$ cat config.mk
export PLATFORM = sky130hd
export DESIGN_NAME = uart_tx_arbiter
export DESIGN_NICKNAME = d
export VERILOG_FILES = /design/src/rtl/uart_tx_arbiter.sv
export SDC_FILE = /design/constraint.sdc
export NUM_CORES = 1
export LEC_CHECK = 0
export ABC_AREA = 1
export CORE_ASPECT_RATIO = 0.9
export CORE_MARGIN = 5
export CORE_UTILIZATION = 41
export CTS_BUF_LIST = sky130_fd_sc_hd__clkbuf_8
export DETAILED_ROUTE_END_ITERATION = 8
export HOLD_SLACK_MARGIN = 0.1
export PLACE_DENSITY = 0.83
export SYNTH_ARGS = -nofsm -noshare
export SYNTH_HDL_FRONTEND = slang
export SYNTH_SLANG_ARGS = --single-unit
export TNS_END_PERCENT = 100
$ cat constraint.sdc
create_clock -name sys_clk -period 1.4 [get_ports sys_clk]
set_input_delay 0.28 -clock sys_clk [delete_from_list [all_inputs] [get_ports sys_clk]]
set_output_delay 0.28 -clock sys_clk [all_outputs]
set_load 0.05 [all_outputs]
$ cat src/rtl/uart_tx_arbiter.sv
// uart_tx_arbiter: shares one uart_tx between N_REQ byte sources. Round-robin arbitration
// happens per message. A granted requester keeps the transmitter until it sends a byte
// flagged last.
// Optional feature macro: ARB_TIMEOUT_EN. When it is defined, a grant is revoked after
// TIMEOUT_CYC idle cycles in LOAD.
module uart_tx_arbiter #(
  parameter int unsigned N_REQ       = 4,
  parameter int unsigned TIMEOUT_CYC = 52080
) (
  input  logic                       sys_clk,
  input  logic                       sys_rst_n,
  input  logic [N_REQ-1:0]           req_valid,
  input  logic [8*N_REQ-1:0]         req_data,
  input  logic [N_REQ-1:0]           req_last,
  output logic [N_REQ-1:0]           req_ready,
  output logic                       tx_start,
  output logic [7:0]                 tx_data,
  input  logic                       tx_busy,
  output logic [$clog2(N_REQ)-1:0]   grant_id,
  output logic                       grant_act,
  output logic                       timeout_p
);

  localparam int unsigned GW = $clog2(N_REQ);

  if (N_REQ < 2 || N_REQ > 8 || TIMEOUT_CYC < 2) begin : g_bad_param
    $error("uart_tx_arbiter: N_REQ must be 2..8 and TIMEOUT_CYC >= 2");
  end

  typedef enum logic [1:0] {StIdle, StLoad, StStart, StWait} state_e;

  state_e        state_q, state_d;
  logic [GW-1:0] rr_ptr_q, rr_ptr_d;
  logic [GW-1:0] grant_id_q, grant_id_d;
  logic          grant_act_q, grant_act_d;
  logic [7:0]    tx_data_q, tx_data_d;
  logic          last_q, last_d;

  logic          xfer;
  logic          timeout_fire;
  logic [GW-1:0] pick_idx;
  logic          pick_found;
  logic [GW:0]   cand;

  // Byte handshake with the granted requester; kept independent of the timeout logic.
  assign xfer = (state_q == StLoad) && req_valid[grant_id_q] && !tx_busy;

  // Round-robin scan starting just after the last owner.
  always_comb begin
    pick_idx   = '0;
    pick_found = 1'b0;
    cand       = '0;
    for (int i = 1; i <= int'(N_REQ); i++) begin
      cand = {1'b0, rr_ptr_q} + (GW+1)'(i);
      if (cand >= (GW+1)'(N_REQ)) begin
        cand = cand - (GW+1)'(N_REQ);
      end
      if (!pick_found && req_valid[cand[GW-1:0]]) begin
        pick_found = 1'b1;
        pick_idx   = cand[GW-1:0];
      end
    end
  end

`ifdef ARB_TIMEOUT_EN
  localparam int unsigned CW = $clog2(TIMEOUT_CYC) + 1;

  logic [CW-1:0] to_cnt_q, to_cnt_d;
  logic          timeout_p_q, timeout_p_d;

  // Count cycles in which the owner has nothing to offer; any transfer restarts the count.
  always_comb begin
    to_cnt_d     = to_cnt_q;
    timeout_fire = 1'b0;
    if (state_q == StLoad) begin
      if (xfer) begin
        to_cnt_d = '0;
      end else if (!req_valid[grant_id_q]) begin
        if (to_cnt_q == CW'(TIMEOUT_CYC - 1)) begin
          timeout_fire = 1'b1;
          to_cnt_d     = '0;
        end else begin
          to_cnt_d = to_cnt_q + 1'b1;
        end
      end
    end
    timeout_p_d = timeout_fire;
  end

  // Timeout counter and pulse registers.
  always_ff @(posedge sys_clk or negedge sys_rst_n) begin
    if (!sys_rst_n) begin
      to_cnt_q    <= '0;
      timeout_p_q <= 1'b0;
    end else begin
      to_cnt_q    <= to_cnt_d;
      timeout_p_q <= timeout_p_d;
    end
  end

  assign timeout_p = timeout_p_q;
`else
  assign timeout_fire = 1'b0;
  assign timeout_p    = 1'b0;
`endif

  // Next-state logic and the combinational ready decode.
  always_comb begin
    state_d     = state_q;
    rr_ptr_d    = rr_ptr_q;
    grant_id_d  = grant_id_q;
    grant_act_d = grant_act_q;
    tx_data_d   = tx_data_q;
    last_d      = last_q;
    req_ready   = '0;
    unique case (state_q)
      StIdle: begin
        // tx_busy is deliberately ignored here; it only gates the byte handshake.
        if (pick_found) begin
          grant_id_d  = pick_idx;
          grant_act_d = 1'b1;
          state_d     = StLoad;
        end
      end
      StLoad: begin
        req_ready[grant_id_q] = !tx_busy;
        if (xfer) begin
          tx_data_d = req_data[{grant_id_q, 3'b000} +: 8];
          last_d    = req_last[grant_id_q];
          state_d   = StStart;
        end else if (timeout_fire) begin
          rr_ptr_d    = grant_id_q;
          grant_act_d = 1'b0;
          state_d     = StIdle;
        end
      end
      StStart: begin
        state_d = StWait;
      end
      StWait: begin
        if (!tx_busy) begin
          if (last_q) begin
            rr_ptr_d    = grant_id_q;
            grant_act_d = 1'b0;
            state_d     = StIdle;
          end else begin
            state_d = StLoad;
          end
        end
      end
      default: state_d = StIdle;
    endcase
  end

  // State and datapath registers.
  always_ff @(posedge sys_clk or negedge sys_rst_n) begin
    if (!sys_rst_n) begin
      state_q     <= StIdle;
      rr_ptr_q    <= GW'(N_REQ - 1);
      grant_id_q  <= '0;
      grant_act_q <= 1'b0;
      tx_data_q   <= 8'h00;
      last_q      <= 1'b0;
    end else begin
      state_q     <= state_d;
      rr_ptr_q    <= rr_ptr_d;
      grant_id_q  <= grant_id_d;
      grant_act_q <= grant_act_d;
      tx_data_q   <= tx_data_d;
      last_q      <= last_d;
    end
  end

  assign tx_start  = (state_q == StStart);
  assign tx_data   = tx_data_q;
  assign grant_id  = grant_id_q;
  assign grant_act = grant_act_q;

endmodule

==> flow_metrics.env <==
export IMPL_status="finished, violations left"
export IMPL_violations="negative setup slack"
export IMPL_synth_area_um2=1500
export IMPL_rsz0062_at_grt="true"
export IMPL_ios=60
export IMPL_grtUsageTotal_pct=22.5
export IMPL_met2_usage_pct=41.4
export IMPL_power_leakage_nw=1.30
export IMPL_peakVddDrop_v=0.00112
export IMPL_fmax_mhz=609
export IMPL_p_total_mw=6.82
export IMPL_crit_path_max_fanout=8
export IMPL_die_w_um=73.7
export IMPL_crit_path_start_kind="flop"
export IMPL_cp_data_required_time_ns=1.55
export IMPL_finalSetupViolations=17
export IMPL_synth_top_cells_by_area="dfrtp_1 (23%), nand2_1 (15%), nand3_1 (12%)"
export IMPL_place_congestion=0.866
export IMPL_p_per_area_nw_per_um2=2380
export IMPL_synth_top_area_cell="dfrtp_1"
export IMPL_hold_path_class="in -> async"
export IMPL_worst_ep_arrival_time_ns=1.79
export IMPL_portBuffers=58
export IMPL_whs_ns=0.351
export IMPL_maxCapViolCount=0
export IMPL_fp_dieH_um=67.3
export IMPL_period_share_pct=117
export IMPL_tritoncts="done"
export IMPL_place_hpwl_um=3630
export IMPL_final_max_slew_viol_count=0
export IMPL_antenna_left=0
export IMPL_dr_pass1_iters=4
export IMPL_netlist_area_leader_share_pct=23.4
export IMPL_routedWlPerCell_um=17.0
export IMPL_finClkSkew_ns=0.00418
export IMPL_synth_top_cells_by_count="nand2_1 (61), nand3_1 (35), dfrtp_1 (14), inv_1 (14), nand2_2 (14)"
export IMPL_cts_path_max_buffers=2
export IMPL_tns_ns=-2.08
export IMPL_antenna_found_initial=0
export IMPL_final_nets=339
export IMPL_vias_per_cell=5.55
export IMPL_ys_seq_elements=16
export IMPL_synth_cell_types=28
export IMPL_drtIter0Drc=191
export IMPL_yosysWarnings=0
export IMPL_synth_edf_count=0
export IMPL_grt_max_degree=19
export IMPL_final_cell_area_um2=2860
export IMPL_grt_util_met1_pct=24.5
export IMPL_post_dp_cell_area_um2=2470
export IMPL_drcViolationCount=0
export IMPL_cts_buffers=3
export IMPL_rows=20
export IMPL_grt_busiest_layer="met2"
export IMPL_setup_ws_ns=-0.243
export IMPL_clk_pin_slew_worst_paths_ns=0.07
export IMPL_period_minus_slack_ns=1.64
export IMPL_cts_root_buf="clkbuf_8"
export IMPL_hold_viol=0
export IMPL_syn_nets=252
export IMPL_route_vias_total=1853
export IMPL_async_reset_ff_share_pct=100
export IMPL_n_antenna_cell=0
export IMPL_wl_um=5690
export IMPL_die_area_um2=4960
export IMPL_h_tree_depth=1
export IMPL_area_delta_synth_final_pct=91.2
export IMPL_drive_gt1_share_pct=44.8
export IMPL_syn_mean_instance_area_um2=7.34
export IMPL_core_um2=3450
export IMPL_endpoint_kind="flop"
export IMPL_hold_buffers=0
export IMPL_initial_utilization_pct=43.4
export IMPL_synth_top_flop_cell="dfrtp_1"
export IMPL_grt_pass1_wl_um=8700
export IMPL_ys_seq_area_share_pct=26.9
export IMPL_crit_type="reg -> reg"
export IMPL_grt_overflow=0
export IMPL_grt_met3_usage_pct=5.65
export IMPL_cts_sinks=16
export IMPL_synth_most_common_cell="nand2_1"
export IMPL_first_global_vias=1897
export IMPL_syn_inst=204
export IMPL_insertion_delay_ns=0.25
[flip-flops by register name, indices dropped and copies added, names as in the netlist]
name and cells:
grant_act 1, grant_id 2, last_q 1, rr_ptr_q 2, state_q 2, tx_data 8
[final timing paths]
check	start	slack, ns	endpoint	cells after the start
max	rr_ptr_q[0]$_DFFE_PN1P_	-0.24	grant_id[1]$_DFFE_PN0P_	12
max reg2reg	rr_ptr_q[0]$_DFFE_PN1P_	-0.24	grant_id[1]$_DFFE_PN0P_	12
max in group asynchronous	sys_rst_n	0.80	rr_ptr_q[1]$_DFFE_PN1P_	2
min	sys_rst_n	0.35	tx_data[3]$_DFFE_PN0P_	2
min in group sys_clk	tx_data[7]$_DFFE_PN0P_	0.55	tx_data[7]$_DFFE_PN0P_	2
min reg2reg	tx_data[7]$_DFFE_PN0P_	0.55	tx_data[7]$_DFFE_PN0P_	2
[stage by stage]
stage          utilization (%)  instances  worst slack (ns)
2_1_floorplan                -        204            -0.235
3_3_place_gp              71.6        317            -0.291
3_5_place_dp              71.6        317            -0.309
4_1_cts                   79.6        332            -0.198
5_1_grt                   82.9        334            -0.314
6_report                  82.9        334            -0.243
[report_power, final]
| group | switching, mW | internal, mW | leakage (nW) |
|---|---|---|---|
| registers | 0.276 | 0.702 | 0.193 |
| logic | 3.07 | 2.35 | 1.08 |
| clock network | 0.182 | 0.250 | 0.0288 |
[layout by cell type (no fill, tap or decap), types with 2 or more instances in the layout]
cell	n
buf_6	6
ha_1	3
nand4_4	2
a21oi_1	4
dfstp_2	2
clkbuf_8	4
o21ai_1	3
inv_2	4
nand2_2	17
buf_4	25
nor3_4	4
inv_4	3
nand3_2	6
ha_4	2
o21ai_2	6
nand2_1	45
inv_12	2
nor2_8	3
inv_1	7
nand3_1	31
clkdlybuf4s50_1	42
nand2_8	2
nand4_1	9
dfrtp_2	2
dfrtp_1	12
buf_12	19
nand2_4	16
[repair_timing]
item / in CTS / in global routing
resized for setup: 31 / 30
pin swaps: 13 / 10
endpoints found under the setup margin: 15 / 21
setup buffers: 11 / 3
endpoints found under the hold margin: 0 / 0
[worst max-delay path: stages, from the launching register on]
cell     delay, ns
dfstp_2       0.56
buf_12        0.14
inv_12        0.05
nand2_4       0.08
nand2_4       0.07
nand2_4       0.08
nand2_4       0.07
nor2_8        0.12
nand3_2       0.11
nand2_2       0.10
inv_1         0.05
nand2_1       0.05
nand2_1       0.04
[routing by layer]
layer  part of all wire [%]  vias to the layer above
met5                      0                        -
met4                    3.7                        0
met3                     10                       30
met2                     50                      123
met1                     36                      849
li1                       -                      851
[layout make-up]
cell class | count | area [um^2]
multi-input cells | 161 | 1190
repair buffers | 92 | 1060
fillers | 179 | 589
flip-flops and latches | 16 | 405
inverters | 17 | 104
clock buffers | 4 | 55.1
well taps | 44 | 55.1
[kinds of logic after synthesis]
group,after synthesis,synth area share [%]
AOI/OAI and AO/OA,18,7.69
DFF,16,26.9
other,1,0.250
buffers and inverters,27,10.3
adders and majority gates,5,4.18
and+or+nand+nor,137,50.7
Note: power is estimated with default switching activity, not from simulation.
